===== src/rtl/eth_mon_seq_pkg.sv =====
// Shared definitions for the Ethernet monitor test sequencer: monitor register map,
// ctrl/status bit positions, ctrl write values and FSM state encodings.
package eth_mon_seq_pkg;

    localparam logic [2:0] ADDR_NUM_PKT  = 3'd0;
    localparam logic [2:0] ADDR_RX_OK    = 3'd1;
    localparam logic [2:0] ADDR_RX_ERR   = 3'd2;
    localparam logic [2:0] ADDR_BYTES_LO = 3'd3;
    localparam logic [2:0] ADDR_BYTES_HI = 3'd4;
    localparam logic [2:0] ADDR_CYC_LO   = 3'd5;
    localparam logic [2:0] ADDR_CYC_HI   = 3'd6;
    localparam logic [2:0] ADDR_CTRL     = 3'd7;

    localparam int CTRL_START_BIT   = 0;
    localparam int CTRL_STOP_BIT    = 1;
    localparam int STAT_RX_DONE_BIT = 2;

    localparam logic [31:0] CTRL_START   = 32'd1 << CTRL_START_BIT;
    localparam logic [31:0] CTRL_RELEASE = 32'd0;
    localparam logic [31:0] CTRL_STOP    = 32'd1 << CTRL_STOP_BIT;

    localparam logic [3:0] S_IDLE   = 4'd0;
    localparam logic [3:0] S_WR_NUM = 4'd1;
    localparam logic [3:0] S_WR_STA = 4'd2;
    localparam logic [3:0] S_WR_REL = 4'd3;
    localparam logic [3:0] S_POLL   = 4'd4;
    localparam logic [3:0] S_RD_OK  = 4'd5;
    localparam logic [3:0] S_RD_ERR = 4'd6;
    localparam logic [3:0] S_RD_BLO = 4'd7;
    localparam logic [3:0] S_RD_BHI = 4'd8;
    localparam logic [3:0] S_RD_CLO = 4'd9;
    localparam logic [3:0] S_RD_CHI = 4'd10;
    localparam logic [3:0] S_STOP   = 4'd11;
    localparam logic [3:0] S_FIN    = 4'd12;

endpackage


===== src/rtl/eth_mon_seq_timer.sv =====
// Poll pacing for the sequencer: a reloading poll-gap down-counter and a saturating
// timeout up-counter, both restarted by clr on the cycle before POLL is entered.
module eth_mon_seq_timer #(
    parameter logic [31:0] POLL_GAP       = 32'd16,
    parameter logic [31:0] TIMEOUT_CYCLES = 32'd100000000
) (
    input  logic clk,
    input  logic reset_n,
    input  logic clr,
    output logic gap_hit,
    output logic to_hit
);

    localparam logic [31:0] TO_LAST = TIMEOUT_CYCLES - 32'd1;

    logic [31:0] gap_q, gap_d;
    logic [31:0] to_q, to_d;

    // gap_hit marks the read cycle; the counter reloads itself so reads repeat every POLL_GAP+1 cycles
    always_comb begin
        gap_d = (clr || gap_q == '0) ? POLL_GAP : gap_q - 32'd1;
        if (clr) begin
            to_d = '0;
        end else if (to_q == '1) begin
            to_d = to_q;
        end else begin
            to_d = to_q + 32'd1;
        end
    end

    always_ff @(posedge clk or negedge reset_n) begin
        if (!reset_n) begin
            gap_q <= '0;
            to_q  <= '0;
        end else begin
            gap_q <= gap_d;
            to_q  <= to_d;
        end
    end

    assign gap_hit = (gap_q == '0);
    assign to_hit  = (to_q >= TO_LAST);

endmodule


===== src/rtl/eth_mon_seq.sv =====
// Test sequencer for the Ethernet packet monitor register bus: program, start, poll, read back, stop.
// Define ETH_MON_SEQ_CYCLE_RD_EN to also read and capture the monitor's cycle counter.
module eth_mon_seq
    import eth_mon_seq_pkg::*;
#(
    parameter logic [31:0] POLL_GAP       = 32'd16,
    parameter logic [31:0] TIMEOUT_CYCLES = 32'd100000000
) (
    input  logic        clk,
    input  logic        reset_n,
    input  logic        start,
    input  logic        abort,
    input  logic [31:0] num_packets,
    output logic [2:0]  mon_address,
    output logic        mon_write,
    output logic        mon_read,
    output logic [31:0] mon_writedata,
    input  logic [31:0] mon_readdata,
    output logic        busy,
    output logic        done,
    output logic        pass,
    output logic        timeout,
    output logic        cfg_err,
    output logic [31:0] ok_count,
    output logic [31:0] err_count,
    output logic [63:0] byte_count,
    output logic [63:0] cycle_count
);

    logic [3:0]  state_q, state_d;
    logic [31:0] num_q, ok_q, err_q;
    logic [63:0] bytes_q;
    logic        timeout_q, cfg_err_q, abort_seen_q, pass_q;
`ifdef ETH_MON_SEQ_CYCLE_RD_EN
    logic [63:0] cyc_q;
`endif

    logic gap_hit, to_hit;
    logic idle_like, accept, abortable, rx_done_rd, timeout_set;

    eth_mon_seq_timer #(
        .POLL_GAP       (POLL_GAP),
        .TIMEOUT_CYCLES (TIMEOUT_CYCLES)
    ) u_timer (
        .clk     (clk),
        .reset_n (reset_n),
        .clr     (state_q == S_WR_REL),
        .gap_hit (gap_hit),
        .to_hit  (to_hit)
    );

    // FIN also accepts a new start since busy is already low there
    assign idle_like   = (state_q == S_IDLE) || (state_q == S_FIN);
    assign accept      = start && idle_like;
    assign abortable   = !idle_like && (state_q != S_STOP);
    assign rx_done_rd  = (state_q == S_POLL) && gap_hit && mon_readdata[STAT_RX_DONE_BIT];
    assign timeout_set = (state_q == S_POLL) && to_hit && !rx_done_rd;

    always_comb begin
        state_d = state_q;
        case (state_q)
            S_IDLE, S_FIN: begin
                if (start) state_d = (num_packets != '0) ? S_WR_NUM : S_FIN;
                else       state_d = S_IDLE;
            end
            S_WR_NUM: state_d = S_WR_STA;
            S_WR_STA: state_d = S_WR_REL;
            S_WR_REL: state_d = S_POLL;
            S_POLL: begin
                if (rx_done_rd)  state_d = S_RD_OK;
                else if (to_hit) state_d = S_STOP;
            end
            S_RD_OK:  state_d = S_RD_ERR;
            S_RD_ERR: state_d = S_RD_BLO;
            S_RD_BLO: state_d = S_RD_BHI;
`ifdef ETH_MON_SEQ_CYCLE_RD_EN
            S_RD_BHI: state_d = S_RD_CLO;
            S_RD_CLO: state_d = S_RD_CHI;
            S_RD_CHI: state_d = S_STOP;
`else
            S_RD_BHI: state_d = S_STOP;
`endif
            S_STOP:   state_d = S_FIN;
            default:  state_d = S_IDLE;
        endcase
        // the access of the current state still completes; only the successor changes
        if (abortable && abort) state_d = S_STOP;
    end

    always_comb begin
        mon_address   = '0;
        mon_write     = 1'b0;
        mon_read      = 1'b0;
        mon_writedata = '0;
        case (state_q)
            S_WR_NUM: begin mon_address = ADDR_NUM_PKT; mon_write = 1'b1; mon_writedata = num_q;        end
            S_WR_STA: begin mon_address = ADDR_CTRL;    mon_write = 1'b1; mon_writedata = CTRL_START;   end
            S_WR_REL: begin mon_address = ADDR_CTRL;    mon_write = 1'b1; mon_writedata = CTRL_RELEASE; end
            S_POLL: begin
                if (gap_hit) begin
                    mon_address = ADDR_CTRL;
                    mon_read    = 1'b1;
                end
            end
            S_RD_OK:  begin mon_address = ADDR_RX_OK;    mon_read = 1'b1; end
            S_RD_ERR: begin mon_address = ADDR_RX_ERR;   mon_read = 1'b1; end
            S_RD_BLO: begin mon_address = ADDR_BYTES_LO; mon_read = 1'b1; end
            S_RD_BHI: begin mon_address = ADDR_BYTES_HI; mon_read = 1'b1; end
            S_RD_CLO: begin mon_address = ADDR_CYC_LO;   mon_read = 1'b1; end
            S_RD_CHI: begin mon_address = ADDR_CYC_HI;   mon_read = 1'b1; end
            S_STOP:   begin mon_address = ADDR_CTRL;    mon_write = 1'b1; mon_writedata = CTRL_STOP;    end
            default: ;
        endcase
    end

    // timeout and cfg_err stay set until the next accepted start
    always_ff @(posedge clk or negedge reset_n) begin
        if (!reset_n) begin
            state_q      <= S_IDLE;
            num_q        <= '0;
            ok_q         <= '0;
            err_q        <= '0;
            bytes_q      <= '0;
            timeout_q    <= 1'b0;
            cfg_err_q    <= 1'b0;
            abort_seen_q <= 1'b0;
            pass_q       <= 1'b0;
`ifdef ETH_MON_SEQ_CYCLE_RD_EN
            cyc_q        <= '0;
`endif
        end else begin
            state_q <= state_d;
            if (accept) begin
                num_q        <= num_packets;
                cfg_err_q    <= (num_packets == '0);
                timeout_q    <= 1'b0;
                abort_seen_q <= 1'b0;
                pass_q       <= 1'b0;
            end
            if (timeout_set)        timeout_q    <= 1'b1;
            if (abortable && abort) abort_seen_q <= 1'b1;
            case (state_q)
                S_RD_OK:  ok_q           <= mon_readdata;
                S_RD_ERR: err_q          <= mon_readdata;
                S_RD_BLO: bytes_q[31:0]  <= mon_readdata;
                S_RD_BHI: bytes_q[63:32] <= mon_readdata;
`ifdef ETH_MON_SEQ_CYCLE_RD_EN
                S_RD_CLO: cyc_q[31:0]    <= mon_readdata;
                S_RD_CHI: cyc_q[63:32]   <= mon_readdata;
`endif
                default: ;
            endcase
            if (state_q == S_FIN) begin
                pass_q <= !timeout_q && !abort_seen_q && !cfg_err_q &&
                          (err_q == '0) && (ok_q == num_q);
            end
        end
    end

    assign busy       = !idle_like;
    assign done       = (state_q == S_FIN);
    assign pass       = pass_q;
    assign timeout    = timeout_q;
    assign cfg_err    = cfg_err_q;
    assign ok_count   = ok_q;
    assign err_count  = err_q;
    assign byte_count = bytes_q;
`ifdef ETH_MON_SEQ_CYCLE_RD_EN
    assign cycle_count = cyc_q;
`else
    assign cycle_count = '0;
`endif

endmodule


===== config.mk =====
export PLATFORM = sky130hd
export DESIGN_NAME = eth_mon_seq
export DESIGN_NICKNAME = d
export VERILOG_FILES = /design/src/rtl/eth_mon_seq_pkg.sv /design/src/rtl/eth_mon_seq_timer.sv /design/src/rtl/eth_mon_seq.sv
export SDC_FILE = /design/constraint.sdc
export NUM_CORES = 1
export LEC_CHECK = 0
export ABC_AREA = 1
export BUFFER_PORTS_ARGS = -buffer_cell sky130_fd_sc_hd__buf_2
export CORE_MARGIN = 2
export CORE_UTILIZATION = 58
export DETAILED_ROUTE_END_ITERATION = 10
export PLACE_DENSITY = 0.9
export SYNTH_ARGS = -nofsm -noshare
export SYNTH_HDL_FRONTEND = slang
export SYNTH_SLANG_ARGS = --single-unit

===== constraint.sdc =====
create_clock -name clk -period 2.6 [get_ports clk]
set_clock_uncertainty 0.05 [all_clocks]
set_input_delay 0.39 -clock clk [delete_from_list [all_inputs] [get_ports clk]]
set_output_delay 0.39 -clock clk [all_outputs]
set_load 0.03 [all_outputs]

# == After elaboration in Yosys (flattened, before gate mapping) ==
# Cells that the tools add are included.
# classes
addsub,2
eq_ne,17
mux,19
reduce_logical,30
n_lt_le_gt_ge,1
# op_table
operator,n
$logic_not A32 Y1,3
$mux W32,3
$pmux W32 S3,1
$pmux W4 S10,1
$add A32 B1 Y32 const B,1
$eq A32 B32 Y1,1
$eq A32 B32 Y1 const B,1
$ge A32 B27 Y1 const B,1
$reduce_bool A32 Y1,1
$sub A32 B1 Y32 const B,1
$pmux W3 S8,1
$eq A4 B4 Y1 const B,5
$mux W4,5
$eq A4 B3 Y1 const B,4
$logic_and A1 B1 Y1,11
$eq A4 B2 Y1 const B,2
$mux W1,6
$reduce_bool A2 Y1,3
$reduce_or A6 Y1,1
$logic_not A1 Y1,5
$eq A4 B1 Y1 const B,1
$logic_not A4 Y1,1
$ne A4 B3 Y1 const B,1
$ne A4 B4 Y1 const B,1
7 further kinds,8
# totals
in_bits,68
regBits,232
out_inout_bits,234
wordCells,81

# == Logic depth before layout (Yosys ltp) ==
# Gate-level depths: netlist of the first run.
# depth
ltp_word,6
mapped_depth,12
mapped_depth_nobuf,12

# == By module ==
# From an unflattened synthesis of the first run, not the netlist that was laid out.
# hier_totals
cells_unflattened,1526
hier_area_um2,11933.9
# by_module_without_submodules
mod,cells_per_inst,n_inst,seq_area_each_um2,area_each_um2
eth_mon_seq,923,1,4204.0,7897.6
eth_mon_seq_timer,603,1,1601.5,4036.4

# == Worst setup path after synthesis of the first run ==
# OpenSTA, ideal clock, no wires.
# synth_timing
kind,reg-to-output
startpoint,register u_timer.gap_q[0]
endpoint,output mon_address[1]
path_slack_ns,0.439
arrival_ns,1.721
n_path_buf,0
path_stages_with_launch,9
required_time_ns,2.160
cell_sequence,dfrtp_1 inv_1 ha_1 nand2_2 nor2_4 nand2_2 nor2_4 nand2_1 a22oi_1
# synth_between
elab_chain_len,3
# synth_lines
item,line,text
from (decl),eth_mon_seq_timer.sv:16,"logic [31:0] gap_q, gap_d;"
from (signal assigned),eth_mon_seq_timer.sv:36,gap_q <= gap_d;
$logic_not A32 Y1,eth_mon_seq_timer.sv:41,assign gap_hit = (gap_q == '0);
$mux W3,eth_mon_seq.sv:100,if (gap_hit) begin
$pmux W3 S8,eth_mon_seq.sv:95,case (state_q)
to (decl),eth_mon_seq.sv:14,"output logic [2:0] mon_address,"
# No other way between the ends.

# == Final worst setup path of the first run ==
# layout_timing
startpoint,register u_timer.gap_q[14]
endpoint,output mon_read
# layout_between
elab_chain_len,3
# layout_lines
item,line,text
$logic_not A32 Y1,eth_mon_seq_timer.sv:41,
$mux W1,eth_mon_seq.sv:100,
$pmux W1 S2,eth_mon_seq.sv:95,
to (decl),eth_mon_seq.sv:16,"output logic mon_read,"
# No other way between the ends.

==> results.py, run 1 <==
metrics = {
    "timing": {
        "final.setup.worst_slack_ns": 0.0277,
        "max_slew_margin": 0.607,
        "fin_crit_ns": 2.57,
        "finalMaxSlewViolations": 0,
        "hold_viol": 0,
        "worst_pin_slew_ns": 0.590,
        "min_period_over_period": 0.989,
        "max_freq_ghz": 0.389,
        "setup_viol_count_final": 0,
    },
    "yosys": {
        "synth_mux_area_frac": 0,
        "syn_area_um2": 11600,
        "syn_avg_cell_area_um2": 7.96,
        "synthArstFlopShare": 1.00,
        "synth_cell_type_count": 40,
        "synth_compound_area_frac": 0.100,
        "synth_xor_area_frac": 0.0204,
        "synth_edf_count": 0,
        "synthAdderAreaFrac": 0.00216,
        "synth_simple_gate_area_frac": 0.265,
        "synthCells": 1459,
        "synthFlopType": "dfrtp_1",
        "synth_top_family_by_area": "simple AND/OR/NAND/NOR gates",
        "synth_warnings": 0,
        "synth_seq_area_share": 0.500,
        "ys_top_cells_by_area": "dfrtp_1 (50%), nand2_1 (12%), nor2_1 (6.1%), o21ai_0 (5.7%), buf_4 (4.5%)",
        "synth_top_area_cell": "dfrtp_1",
        "synth_top_area_share": 0.500,
        "ys_ff_latch": 232,
    },
    "placed_design": {
        "dp_hpwl_um": 25000,
        "place_ws_ns": 0.334,
        "dp.cells": 1929,
        "port_buffers": 237,
        "place_congestion": 0.962,
    },
    "critical_path": {
        "worstPathMaxFanout": 4,
        "critPathKind": "reg2out",
        "cp-startpoint": "u_timer.gap_q[14]",
        "cp-end-kind": "output pin",
        "crit_chain": "nor2_4 > nand2_1 > nor2_2 > nand2_2 > nor2_4 > nand2_4 > o221ai_1 > buf_2",
        "r2r-start": "state_q[1]",
        "critical_path.startpoint_type": "flip-flop",
        "cp_slowest_cell": "dfrtp_1",
        "worst_path_most_repeated_cell": "nor2_4",
        "critical_path_arrival_ns": 2.13,
        "required_ns": 2.16,
        "slowest_delay_ns": 0.44,
    },
    "pwr": {
        "pwr-share-clk": 0.195,
        "switching_share": 0.476,
        "vdd_drop_max_uv": 765,
        "power_density_nw_per_um2": 1390,
        "power_frac_seq": 0.339,
        "p_leak_nw": 7.32,
        "p_switching_mw": 9.17,
        "internal_power_mw": 10.1,
        "combPwrFrac": 0.466,
    },
    "route": {
        "vias": 10921,
        "wl_per_cell_um": 17.7,
        "avgViaCountPerCell": 5.51,
        "drtIter0Drc": 942,
        "drc": 0,
        "drt.antenna.violating_nets": 0,
        "wirelength_um": 35000,
        "firstDrtPassIters": 6,
    },
    "clock_tree": {
        "htreeDepth": 1,
        "cts_buffers": 24,
        "cts_tree": "yes",
        "clkTransAtPathRegs_ns": 0.06,
        "clock_path_buffers": 3,
        "clk_latency_ns": 0.53,
        "cts_root_buf": "clkbuf_16",
        "numClockSinks": 232,
    },
    "min_path": {
        "min_from": "num_packets[5]",
        "hp-class": "in2reg",
    },
    "floorplan": {
        "dieArea_um2": 21200,
        "rows": 51,
        "fp.dieW_um": 145,
        "die_h_um": 145,
        "fp.coreArea_um2": 19500,
        "start_util": 0.595,
        "io_pins": 302,
    },
    "global_route": {
        "grt_overflow": 0,
        "grtUsageTotal": 0.320,
        "antenna_found_initial": 0,
        "grt_pass1_wl_um": 54300,
        "grt_pass1_vias": 10209,
        "grt_max_degree": 76,
    },
    "run": {
        "drv_cap": 0,
    },
    "cells_and_area": {
        "utilization": 0.710,
        "num_antenna_cells": 0,
        "layout.nets": 1769,
        "area_growth_pct": 19.4,
        "drive_gt1_frac": 0.219,
        "final_cells": 1981,
    },
    "outcome": {
        "run_status": "completed",
    },
}
area by class of cell:
cell class,count,area [µm²]
sequential,232,5810
fill,1426,5660
multi-input combinational,1035,4850
timing repair buffer,259,1440
clock buffer,34,719
inverter,146,554
tap,265,332
clock inverter,9,151
timing repair inverter,1,7.51
Yosys cell counts (2+ instances only):
cell type / instances
nand2_1: 378
dfrtp_1: 232
nor2_1: 188
inv_1: 139
o21ai_0: 133
buf_4: 70
nand3_1: 62
o21ai_1: 46
nor3_1: 23
nand4_1: 22
a21oi_1: 18
clkbuf_1: 17
buf_2: 15
xnor2_1: 15
xor2_1: 12
nor2_4: 10
or2_2: 10
nand2_2: 8
buf_6: 7
nor2_2: 7
inv_2: 6
nand3b_1: 5
o22ai_1: 5
o21ai_2: 4
a21o_1: 3
a31oi_1: 3
nor3_2: 3
o31ai_1: 3
and3_1: 2
ha_1: 2
nand3_2: 2
placed cells by master (no fill, tap or decap), drive strengths merged, types with 2 or more instances in the layout:
| cell type | Yosys | final |
|---|---|---|
| nand4 | 22 | 22 |
| o22ai | 5 | 5 |
| clkbuf | 17 | 35 |
| a21o | 3 | 3 |
| a31oi | 3 | 3 |
| or2 | 10 | 10 |
| nor3 | 26 | 26 |
| xnor2 | 15 | 15 |
| and3 | 2 | 2 |
| a21oi | 18 | 18 |
| buf | 92 | 257 |
| bufinv | 0 | 4 |
| nand3b | 5 | 5 |
| o21ai | 184 | 184 |
| clkinv | 0 | 4 |
| conb | 1 | 64 |
| nor2 | 205 | 205 |
| ha | 2 | 2 |
| inv | 146 | 145 |
| clkinvlp | 0 | 3 |
| xor2 | 12 | 12 |
| nand3 | 65 | 65 |
| dfrtp | 232 | 232 |
| nand2 | 386 | 386 |
| o31ai | 3 | 3 |
worst max-delay path: cells and delay by family (launching register included):
kind | cells | cell delay (ns)
AOI/OAI and AO/OA | 1 | 0.12
buffers and inverters | 1 | 0.26
and+or+nand+nor | 6 | 0.78
DFF | 1 | 0.44
logic make-up (layout without fill, tap and decap cells):
kind of cell,after synthesis,in the layout
simple gates,722,722
buf+inv,255,449
flops,232,232
compound gates,220,220
xor+xnor,27,27
fa+ha+maj,2,2
other cells,1,64
metrics by stage:
| step | hold slack [ns] | setup TNS, ns | power (mW) | cell area (µm²) |
|---|---|---|---|---|
| floorplan | 0.0444 | 0 | 12.3 | 11800 |
| global placement | 0.356 | 0 | 14.7 | 12800 |
| detailed placement | 0.365 | 0 | 15.0 | 12800 |
| CTS | 0.0284 | 0 | 19.0 | 13800 |
| global route | 0.0453 | -0.107 | 20.3 | 13900 |
| finish | 0.0329 | 0 | 19.3 | 13900 |
registers in the layout (all words and copies together) (netlist names):
signal,count
timeout,1
u_timer.gap_q,32
abort_seen_q,1
pass,1
num_q,32
u_timer.to_q,32
cfg_err,1
err_count,32
byte_count,64
state_q,4
ok_count,32
power by group through the flow:
| stage | Combinational (mW) | Sequential, mW | Clock [mW] |
|---|---|---|---|
| 3_3_place_gp | 8.26 | 6.40 | 0 |
| 2_1_floorplan | 4.10 | 8.22 | 0 |
| 3_5_place_dp | 8.53 | 6.47 | 0 |
| 4_1_cts | 8.74 | 6.46 | 3.79 |
| 6_report | 8.97 | 6.54 | 3.76 |
| 5_1_grt | 9.65 | 6.68 | 3.95 |
final timing paths:
| check | end | slack (ns) | depth (start not counted) |
|---|---|---|---|
| worst max-delay path | mon_read | 0.03 | 8 |
| worst min-delay path | num_q[5] | 0.03 | 3 |
| worst max register to register | pass | 0.49 | 10 |
| worst min register to register | u_timer.gap_q[0] | 0.40 | 1 |
| max in group asynchronous | byte_count[59] | 1.35 | 3 |
| min in group asynchronous | u_timer.to_q[5] | 0.40 | 2 |
layer usage:
layer	part of all wire	wire, µm	vias to the layer above	global-route usage
li1	-	-	4992	-
met1	0.36	12700	5078	0.398
met2	0.48	16700	678	0.535
met3	0.085	2980	173	0.0514
met4	0.073	2560	0	0.185
met5	0	0	-	0
timing repair:
action,CTS,global route
gates resized for setup,14,21
setup endpoints to repair,35,36
setup buffers,5,2
gates cloned,1,0
hold endpoints to repair,69,0
pin swaps,4,6
hold buffers,1,0
Note: power is estimated with default switching activity, not from simulation.
==> inputs of run 2 (changes only) <==
- ABC_AREA: 1 -> default
- CORE_UTILIZATION: 58 -> 57
==> run 2 against run 1 <==
The run now ends with negative setup slack left. Maximum frequency fell by 17%. Wire length fell by 3.7%. Core utilization rose by 2.4 points. Global-route usage fell by 0.12 points. Worst setup slack got worse by 0.52 ns. Critical endpoint is now mon_address[0].
==> results.py, run 2 <==
metrics = {
    "outcome": {
        "run_status": "finished, violations left",
        "failed_checks": "negative setup slack",
    },
    "floorplan": {
        "fp.coreArea_um2": 18800,
        "dieArea_um2": 20500,
        "die_h_um": 143,
        "io_pins": 302,
        "fp.dieW_um": 143,
        "start_util": 0.587,
        "rows": 50,
    },
    "pwr": {
        "power_density_nw_per_um2": 1410,
        "power_frac_seq": 0.333,
        "switching_share": 0.435,
        "p_leak_nw": 6.47,
        "internal_power_mw": 11.0,
        "p_switching_mw": 8.50,
        "combPwrFrac": 0.464,
        "pwr-share-clk": 0.203,
        "vdd_drop_max_uv": 735,
    },
    "timing": {
        "fin_crit_ns": 3.10,
        "max_freq_ghz": 0.323,
        "finalSetupTns_ns": -2.48,
        "min_period_over_period": 1.19,
        "finalMaxSlewViolations": 0,
        "worst_pin_slew_ns": 0.742,
        "rsz0062_at_grt": "true",
        "final.setup.worst_slack_ns": -0.497,
        "fin_hold_ws_ns": 0.0515,
        "hold_viol": 0,
        "max_slew_margin": 0.501,
        "setup_viol_count_final": 11,
    },
    "route": {
        "drt.antenna.violating_nets": 0,
        "avgViaCountPerCell": 5.97,
        "firstDrtPassIters": 6,
        "drc": 0,
        "wirelength_um": 33700,
        "drtIter0Drc": 781,
        "vias": 8974,
        "wl_per_cell_um": 22.4,
    },
    "clock_tree": {
        "numClockSinks": 232,
        "htreeDepth": 1,
        "cts_tree": "yes",
        "cts_buffers": 25,
        "clkTransAtPathRegs_ns": 0.06,
        "clock_path_buffers": 3,
        "cts_root_buf": "clkbuf_16",
        "clk_latency_ns": 0.54,
    },
    "yosys": {
        "synthFlopType": "dfrtp_1",
        "synthArstFlopShare": 1.00,
        "ys_ff_latch": 232,
        "synth_cell_type_count": 54,
        "yosysMostFrequentCell": "dfrtp_1",
        "synth_warnings": 0,
        "synth_top_area_cell": "dfrtp_1",
        "syn_area_um2": 11000,
        "synth_top_area_share": 0.526,
        "synthTopCellsByCount": "dfrtp_1 (232), mux2_2 (160), nor2_1 (73)",
        "synth_seq_area_share": 0.526,
        "synthCells": 943,
        "ys_top_cells_by_area": "dfrtp_1 (53%), mux2_2 (16%), buf_4 (4.3%), xnor2_1 (4.0%), nor2_1 (2.5%)",
        "syn_avg_cell_area_um2": 11.7,
        "synth_edf_count": 0,
    },
    "global_route": {
        "grt_pass1_wl_um": 50200,
        "grt_max_degree": 61,
        "grt_pass1_vias": 8909,
        "antenna_found_initial": 3,
        "grt_overflow": 0,
        "grtUsageTotal": 0.319,
    },
    "min_path": {
        "min_from": "num_packets[11]",
        "hold_depth": 2,
        "holdPathEnd": "num_q[11]",
        "hp-class": "in2reg",
    },
    "critical_path": {
        "r2r_slack_ns": -0.29,
        "reg2reg_depth": 8,
        "required_ns": 2.16,
        "critPathKind": "reg2out",
        "critical_path.startpoint_type": "flip-flop",
        "timing.rr.end": "state_q[1]",
        "worstPathMaxFanout": 4,
        "critical_path_arrival_ns": 2.66,
        "cp-end-kind": "output pin",
        "r2r-start": "u_timer.gap_q[9]",
    },
    "cells_and_area": {
        "drive_gt1_frac": 0.427,
        "multi_input_area_um2": 4970,
        "final_cells": 1503,
        "regArea_um2": 5810,
        "largest_register_ffs": 64,
        "final_design_area_no_fill_um2": 13800,
        "final_common_cell": "buf_2",
        "final_cell_mix": "buf_2 (230), dfrtp_1 (228), mux2_2 (160)",
        "area_growth_pct": 25.0,
        "layout.nets": 1291,
        "num-fill-cells": 1145,
    },
    "placed_design": {
        "dp.cells": 1441,
        "dp_hpwl_um": 22400,
        "placedInstanceArea_um2": 12600,
        "place_congestion": 0.884,
        "port_buffers": 237,
    },
    "run": {
        "drv_cap": 0,
    },
}
[run 2: cell types whose count changed after synthesis, moves of 44 or more]
cell,previous run,this run
nand3_1,62,18
nand2_1,378,27
nor2_1,188,73
o21ai_1,46,1
inv_1,139,7
o21ai_0,133,13
mux2_2,0,160
[run 2: kinds of logic after synthesis]
family,count (synthesis),synth area share
compound gates,64,0.0399
mux,161,0.164
xor+xnor,81,0.0642
buf+inv,110,0.0597
simple gates,292,0.144
fa+ha+maj,2,0.00226
flops,232,0.526
other cells,1,0.000339
[run 2: area by class of cell]
| cell class | count | area share |
|---|---|---|
| antenna | 3 | 0.000544 |
| inverter | 7 | 0.00190 |
| timing repair buffer | 291 | 0.125 |
| multi-input combinational | 664 | 0.360 |
| sequential | 232 | 0.421 |
| clock inverter | 11 | 0.0147 |
| clock buffer | 35 | 0.0531 |
| tap | 260 | 0.0236 |
[run 2: worst max path at each step]
stage	slack, ns	endpoint	startpoint	depth (start not counted)
2_1_floorplan	-0.04	mon_address[0]	u_timer.gap_q[18]	6
3_3_place_gp	-0.007	mon_address[0]	u_timer.gap_q[18]	6
3_5_place_dp	-0.06	state_q[1]	u_timer.gap_q[18]	6
4_1_cts	-0.51	mon_address[0]	u_timer.gap_q[9]	6
5_1_grt	-0.61	mon_address[0]	u_timer.gap_q[9]	6
6_report	-0.50	mon_address[0]	u_timer.gap_q[9]	6
[run 2: worst max-delay path, cell delays in order, from the launching register on]
cell	delay [ns]
dfrtp_1	0.37
or4_4	0.53
or4_4	0.52
nor3_4	0.16
nand2_2	0.13
a221oi_4	0.26
buf_6	0.16
[run 2: timing repair]
item	CTS	global route
gates resized for setup	19	19
cloned	3	0
hold buffers	1	0
setup buffers	4	5
pin swaps	4	6
hold endpoints to repair	52	0
setup endpoints to repair	36	42
[run 2: routing by layer]
layer / wire (µm) / global-route usage / share of wire
met4: 2360 / 0.198 / 0.070
met1: 11700 / 0.364 / 0.35
met2: 17100 / 0.548 / 0.51
met3: 2580 / 0.0667 / 0.077
met5: 9 / 0 / 0.00027
[run 2: power by group through the flow]
| stage | combinational, mW | sequential (mW) | clock (mW) |
|---|---|---|---|
| 6_report | 9.05 | 6.51 | 3.97 |
| 5_1_grt | 9.55 | 6.64 | 4.16 |
| 4_1_cts | 8.79 | 6.47 | 4.01 |
| 3_5_place_dp | 8.44 | 6.46 | 0 |
| 3_3_place_gp | 8.21 | 6.34 | 0 |
| 2_1_floorplan | 3.92 | 8.11 | 0 |
[run 2: per-stage QoR]
step	utilization	total power [mW]	setup WS, ns
floorplan	-	12.0	-0.0406
global placement	0.671	14.6	-0.00655
detailed placement	0.671	14.9	-0.0611
CTS	0.727	19.3	-0.510
global route	0.733	20.3	-0.613
finish	0.733	19.5	-0.497
